`config.mk`:
```
export PLATFORM = sky130hd
export DESIGN_NAME = key_event_queue
export DESIGN_NICKNAME = d
export VERILOG_FILES = /design/src/rtl/key_event_queue.sv
export SDC_FILE = /design/constraint.sdc
export NUM_CORES = 1
export LEC_CHECK = 0
export ABC_AREA = 1
export ABC_CLOCK_PERIOD_IN_PS = 2100
export CAP_MARGIN = 25
export CORE_ASPECT_RATIO = 1.1
export CORE_MARGIN = 5
export CORE_UTILIZATION = 54
export DETAILED_ROUTE_END_ITERATION = 16
export PLACE_DENSITY = 0.76
export SKIP_CTS_REPAIR_TIMING = 1
export SYNTH_ARGS = -nofsm -noshare
export SYNTH_HDL_FRONTEND = slang
export SYNTH_SLANG_ARGS = --single-unit
export TNS_END_PERCENT = 50
```
`constraint.sdc`:
```
create_clock -name clock -period 2.1 [get_ports clock]
set_input_delay 0.42 -clock clock [delete_from_list [all_inputs] [get_ports clock]]
set_output_delay 0.42 -clock clock [all_outputs]
set_load 0.01 [all_outputs]
```
`src/rtl/key_event_queue.sv`:
```
// Key press event queue: edge-detects four key pulse lines and queues key indices in a DEPTH-entry FIFO.
// Define KEY_EVENT_QUEUE_OVF_CNT_EN to add the saturating ovf_count port.
module key_event_queue #(
    parameter int DEPTH = 4
) (
    input  logic       clock,
    input  logic       resetn,
    input  logic [3:0] key_pulse,
    output logic       evt_valid,
    output logic [1:0] evt_code,
    input  logic       evt_ready,
    output logic       full,
`ifdef KEY_EVENT_QUEUE_OVF_CNT_EN
    output logic [7:0] ovf_count,
`endif
    output logic       overflow
);
    localparam int PW = $clog2(DEPTH);
    localparam int CW = PW + 1;
    localparam logic [CW-1:0] FULL_CNT = CW'(DEPTH);

    logic [3:0]    r_key_prev;
    logic [3:0]    r_pending;
    logic [1:0]    r_mem [DEPTH];
    logic [PW-1:0] r_wr_ptr;
    logic [PW-1:0] r_rd_ptr;
    logic [CW-1:0] r_count;
    logic          r_overflow;

    logic [3:0]    w_edge;
    logic          w_pop;
    logic          w_push_ok;
    logic          w_any;
    logic [1:0]    w_code;
    logic          w_push;
    logic [3:0]    w_clr;
    logic [3:0]    w_drop;

    assign w_edge    = key_pulse & ~r_key_prev;
    assign w_pop     = (r_count != '0) && evt_ready;
    assign w_push_ok = (r_count != FULL_CNT) || w_pop;

    // Lowest pending index wins; scanning downward leaves the lowest set bit last.
    always_comb begin
        w_any  = 1'b0;
        w_code = 2'd0;
        for (int i = 3; i >= 0; i--) begin
            if (r_pending[i]) begin
                w_any  = 1'b1;
                w_code = 2'(i);
            end
        end
    end

    assign w_push = w_any && w_push_ok;
    assign w_clr  = w_push ? (4'b0001 << w_code) : 4'b0000;
    // A bit being granted this cycle can absorb a new edge without loss.
    assign w_drop = w_edge & r_pending & ~w_clr;

    always_ff @(posedge clock) begin
        if (!resetn) begin
            r_key_prev <= 4'b0000;
            r_pending  <= 4'b0000;
            r_wr_ptr   <= '0;
            r_rd_ptr   <= '0;
            r_count    <= '0;
            r_overflow <= 1'b0;
            for (int i = 0; i < DEPTH; i++) r_mem[i] <= 2'd0;
        end else begin
            r_key_prev <= key_pulse;
            r_pending  <= (r_pending & ~w_clr) | w_edge;
            if (|w_drop) r_overflow <= 1'b1;
            if (w_push) begin
                r_mem[r_wr_ptr] <= w_code;
                r_wr_ptr        <= r_wr_ptr + 1'b1;
            end
            if (w_pop) r_rd_ptr <= r_rd_ptr + 1'b1;
            if (w_push && !w_pop)      r_count <= r_count + 1'b1;
            else if (w_pop && !w_push) r_count <= r_count - 1'b1;
        end
    end

`ifdef KEY_EVENT_QUEUE_OVF_CNT_EN
    logic [7:0] r_ovf_cnt;

    always_ff @(posedge clock) begin
        if (!resetn)
            r_ovf_cnt <= 8'd0;
        else if ((|w_drop) && (r_ovf_cnt != 8'hFF))
            r_ovf_cnt <= r_ovf_cnt + 8'd1;
    end

    assign ovf_count = r_ovf_cnt;
`endif

    assign evt_valid = (r_count != '0);
    assign evt_code  = r_mem[r_rd_ptr];
    assign full      = (r_count == FULL_CNT);
    assign overflow  = r_overflow;
endmodule

```
==> flow_metrics.tcl, run 1 <==
set metrics [dict create \
    synthTopCellsByArea "dfxtp_1 (31%), edfxtp_1 (21%), inv_1 (7.7%)" \
    critPathKind "reg2out" \
    timing.slew.headroom_pct 65.6 \
    yosysWarnings 0 \
    arrival_ns 1.55 \
    r2r_start "r_count[0]" \
    status "completed" \
    drv_cap 0 \
    ys.flop_type "dfxtp_1" \
    post-route-period-util_pct 93.8 \
    min_period_ns 1.97 \
    vias_per_cell 4.97 \
    cts.path.max_buffers 2 \
    grt-ovfl-total 0 \
    busiest_layer "met2" \
    cts_tree "built" \
    use_met2_pct 27.0 \
    yosysTopAreaCell "dfxtp_1" \
    gp_congestion 0.786 \
    via_count 944 \
    slew_viol_final 0 \
    max_freq_ghz 0.508 \
    antenna_found_initial 0 \
    clock-root-buffer "clkbuf_4" \
    num_rows 17 \
    setup_viol 0 \
    area_growth_pct 18.9 \
    hold_viol 0 \
    peakVddDrop_mv 0.945 \
    startpoint_type "flip-flop" \
    hold_start "r_rd_ptr[1]" \
    io_buffers 11 \
    tns_ns 0 \
    antenna_cells 0 \
    synth_edf_count 8 \
    netlist_area_mm2 0.00116 \
    required_ns 1.68 \
    grt_start_max_net_pins 15 \
    numCtsBuffers 3 \
    routed_wl_um 2010 \
    finClkSkew_ns 0.00145 \
    yosysUniqueCellTypes 24 \
    grt_use_total_pct 15.8 \
    ys_async_sr_fraction_pct 0 \
    yosys_register_bits 26 \
    grtUsageMet3_pct 3.04 \
    post_drt_wl_per_cell_um 10.6 \
    dieArea_mm2 0.00319 \
    p_leak_nw 0.628 \
    dieHeight_um 58.7 \
    grt_pass1_wl_um 3710 \
    synth.most_common_cell "inv_1" \
    synth_top_area_share_pct 30.9 \
    layout-drive-gt1-share_pct 14.8 \
    fin_nets 172 \
    rsz0062_at_grt "false" \
    syn_nets 150 \
    drt_iter0_drc 13 \
    initial_core_util_pct 57.0 \
    clock_sinks 26 \
    layout.cells.non_filler 190 \
    tightest_slew_ns 0.511 \
    post-dp-hpwl_um 1580 \
    drt-pass1-iter-count 4 \
    end_kind "output port" \
    grt_pass1_vias 971 \
    ys_top_cells_by_count "inv_1 (24), nor2_1 (23), dfxtp_1 (18)" \
    postSynthCellCount 141 \
    die_x_um 54.3 \
    p_per_area_mw_per_mm2 992 \
    ios 12 \
    place_inst 186 \
    core_mm2 0.00204 \
    clk_latency_ns 0.32 \
    ys_seq_area_share_pct 51.6 \
    grt_use_met1_pct 17.9 \
    critPathMaxFanout 5 \
    drcViolationCount 0 \
    hp-class "reg2reg" \
    antenna_left 0 \
    htree_levels 1 \
    avgSynthCellArea_um2 8.26 \
    cts.clk_slew.worst_paths_ns 0.13 \
]
final timing paths:
path                 end  slack, ns  cells past startpoint
max          evt_code[0]       0.13                      4
min reg2reg    flip-flop       0.48                      2
max reg2reg   r_count[2]       0.23                     10
min            flip-flop       0.48                      2
routing by layer:
metal / up-vias / share of wire, %
met1: 432 / 41
li1: 493 / -
met5: - / 0
met4: 0 / 2.6
met3: 6 / 2.9
met2: 13 / 54
registers in the layout, indices dropped and copies added, names as in the netlist, named ones only:
| name | count |
|---|---|
| r_wr_ptr | 2 |
| r_count | 3 |
| r_pending | 4 |
| r_key_prev | 4 |
| overflow | 1 |
| r_rd_ptr | 2 |
| r_mem | 8 |
cell type report:
cell class,instances,area (um2)
inverter,26,100
fill,187,657
tap,28,35.0
clock buffer,3,22.5
multi-input combinational,87,452
sequential,26,602
timing repair buffer,19,170
clock inverter,1,3.75
report_power, final:
part / switching [W] / leakage, nW / internal (W)
registers: 0.0000712 / 0.233 / 0.000601
logic: 0.000259 / 0.379 / 0.000230
clock network: 0.000142 / 0.0154 / 0.0000696
cells by family (layout without fill, tap and decap cells):
logic type               count (synthesis)  after routing  share of synthesized area [%]
AND/OR/NAND/NOR                         58             58                           24.0
flip-flops                              26             26                           51.6
AO/OA/AOI/OAI                           27             27                           12.0
buffers and inverters                   28             49                           9.67
adder cells (fa/ha/maj)                  2              2                           2.79
worst max-delay path, cell delays in order, from the launching register on:
cell,delay [ns]
dfxtp_2,0.36
inv_1,0.10
nor2_1,0.05
o22ai_1,0.16
clkdlybuf4s50_1,0.56
layout by cell type (no fill, tap or decap), types with 3 or more instances in the layout:
cell type | netlist | layout
edfxtp_1 | 8 | 8
a21oi_1 | 10 | 10
buf_4 | 1 | 8
clkdlybuf4s50_1 | 0 | 11
o21ai_0 | 13 | 12
nand2_2 | 3 | 3
clkbuf_4 | 0 | 3
nand4_1 | 3 | 3
nand3_1 | 4 | 4
dfxtp_1 | 18 | 17
inv_1 | 24 | 24
nand2_1 | 17 | 17
nor2_1 | 23 | 23
through the flow:
stage | power (W) | cell area, um2 | utilization, % | hold slack (ns) | worst slack, ns
CTS | 0.00138 | 1380 | 67.8 | 0.484 | 0.0774
global route | 0.00148 | 1390 | 67.8 | 0.504 | 0.0154
detailed placement | 0.00117 | 1360 | 66.5 | 0.462 | -0.221
global placement | 0.00115 | 1360 | 66.5 | 0.454 | -0.140
finish | 0.00137 | 1390 | 67.8 | 0.477 | 0.131
floorplan | 0.000968 | 1160 | - | 0.441 | 0.298
(Power assumes the default switching activity.)
==> run 2, diff against run 1 <==
CORE_ASPECT_RATIO = unset   (was 1.1)
==> run 2 against run 1 <==
First-iteration DRC count shrank 23%. Highest routed layer unchanged. Core utilization rose by 1.3 points. Count of clock-buffer cells in the layout up 1. Cell area barely moved. Sequential power about the same. Largest power group unchanged.
==> flow_metrics.tcl, run 2 (same netlist as run 1, synthesis figures left out) <==
set metrics [dict create \
    antenna_cells 0 \
    end_kind "output port" \
    dpl_cell_area_mm2 0.00136 \
    rsz0062_at_grt "false" \
    drv_cap 0 \
    switching_share_pct 34.0 \
    grt_pass1_vias 894 \
    regMostFlops "r_mem" \
    num_rows 16 \
    via_count 918 \
    fin_nets 172 \
    clock-root-buffer "clkbuf_4" \
    setup_viol 0 \
    drcViolationCount 0 \
    drt_iter0_drc 10 \
    vias_per_cell 4.86 \
    min_period_ns 1.97 \
    final_common_cell "inv_1" \
    p_switching_w 0.000465 \
    numCtsBuffers 3 \
    grt_use_total_pct 13.6 \
    dieHeight_um 56.4 \
    internal_power_w 0.000903 \
    startpoint_type "flip-flop" \
    initial_core_util_pct 58.2 \
    htree_levels 1 \
    p_leak_nw 0.627 \
    grt_pass1_wl_um 3560 \
    cts.clk_slew.worst_paths_ns 0.13 \
    die_x_um 56.4 \
    peakVddDrop_mv 0.560 \
    io_buffers 11 \
    core_mm2 0.00200 \
    pwr-share-clk_pct 15.1 \
    hold_viol 0 \
    arrival_ns 1.55 \
    post-dp-hpwl_um 1620 \
    num-fill-cells 173 \
    utilization_pct 69.1 \
    dieArea_mm2 0.00319 \
    place_inst 185 \
    antenna_left 0 \
    final_cell_area_mm2 0.00138 \
    post-route-period-util_pct 93.9 \
    hp-class "reg2reg" \
    cts.path.max_buffers 2 \
    tightest_slew_ns 0.480 \
    pwr-share-comb_pct 35.6 \
    slew_viol_final 0 \
    r2r_slack_ns 0.24 \
    antenna_found_initial 0 \
    reg_top3 "r_mem x8, r_key_prev x4, r_pending x4" \
    area_growth_pct 18.8 \
    gp_congestion 0.807 \
    final_cell_mix "inv_1 (24), nor2_1 (23), nand2_1 (17), dfxtp_1 (17), o21ai_0 (13)" \
    power_frac_seq_pct 49.3 \
    finClkSkew_ns 0.00229 \
    max_freq_ghz 0.507 \
    layout.cells.non_filler 189 \
    grt-ovfl-total 0 \
    ios 12 \
    drt-pass1-iter-count 4 \
    p_per_area_mw_per_mm2 988 \
    routed_wl_um 2020 \
    largest_reg_flops 8 \
    clk_latency_ns 0.30 \
    critPathMaxFanout 5 \
    layout-drive-gt1-share_pct 14.8 \
    required_ns 1.68 \
    grt_start_max_net_pins 15 \
    post_drt_wl_per_cell_um 10.7 \
    timing.slew.headroom_pct 67.7 \
    cts_tree "built" \
    critPathKind "reg2out" \
    clock_sinks 26 \
    status "completed" \
]
## run 2: path summary, 6_finish.rpt
kind	from	endpoint	cells after the start
hold reg to reg	r_pending[3]	r_pending[3]	2
setup / recovery	flip-flop	evt_code[0]	4
hold / removal	r_pending[3]	r_pending[3]	2
setup reg to reg	r_count[0]	r_count[2]	10
## run 2: metrics by stage
stage          TNS, ns  setup WS, ns  hold WS [ns]  total power [W]
2_1_floorplan        0         0.298         0.441         0.000968
3_3_place_gp    -0.138        -0.138         0.453          0.00114
3_5_place_dp    -0.236        -0.198         0.473          0.00117
4_1_cts              0        0.0909         0.500          0.00138
5_1_grt              0        0.0197         0.518          0.00148
6_report             0         0.128         0.498          0.00137
## run 2: worst max-delay path, cell delays in order, from the launching register on
cell and delay (ns):
dfxtp_2 0.36, inv_1 0.09, o21ai_0 0.10, o22ai_1 0.14
clkdlybuf4s50_1 0.56
## run 2: metal layers
layer	up-vias	routed length, um	track usage, %
met5	-	0	0
met1	408	916	16.5
li1	499	-	-
met3	2	52	2.75
met4	0	13	3.39
met2	9	1040	24.3
## run 2: final cells by class
cell class	count	area (um2)	area share, %
sequential	26	602	43.5
inverter	26	100	7.23
multi-input combinational	87	452	32.6
tap	27	33.8	2.44
timing repair buffer	19	170	12.3
clock buffer	4	26.3	1.90
## run 2: power groups by stage
stage	combinational (W)	clock, W	sequential (W)
final	0.000487	0.000206	0.000675
after global placement	0.000462	0	0.000680
after detailed placement	0.000490	0	0.000684
after CTS	0.000491	0.000214	0.000673
after floorplan	0.000301	0	0.000668
after global routing	0.000552	0.000241	0.000689
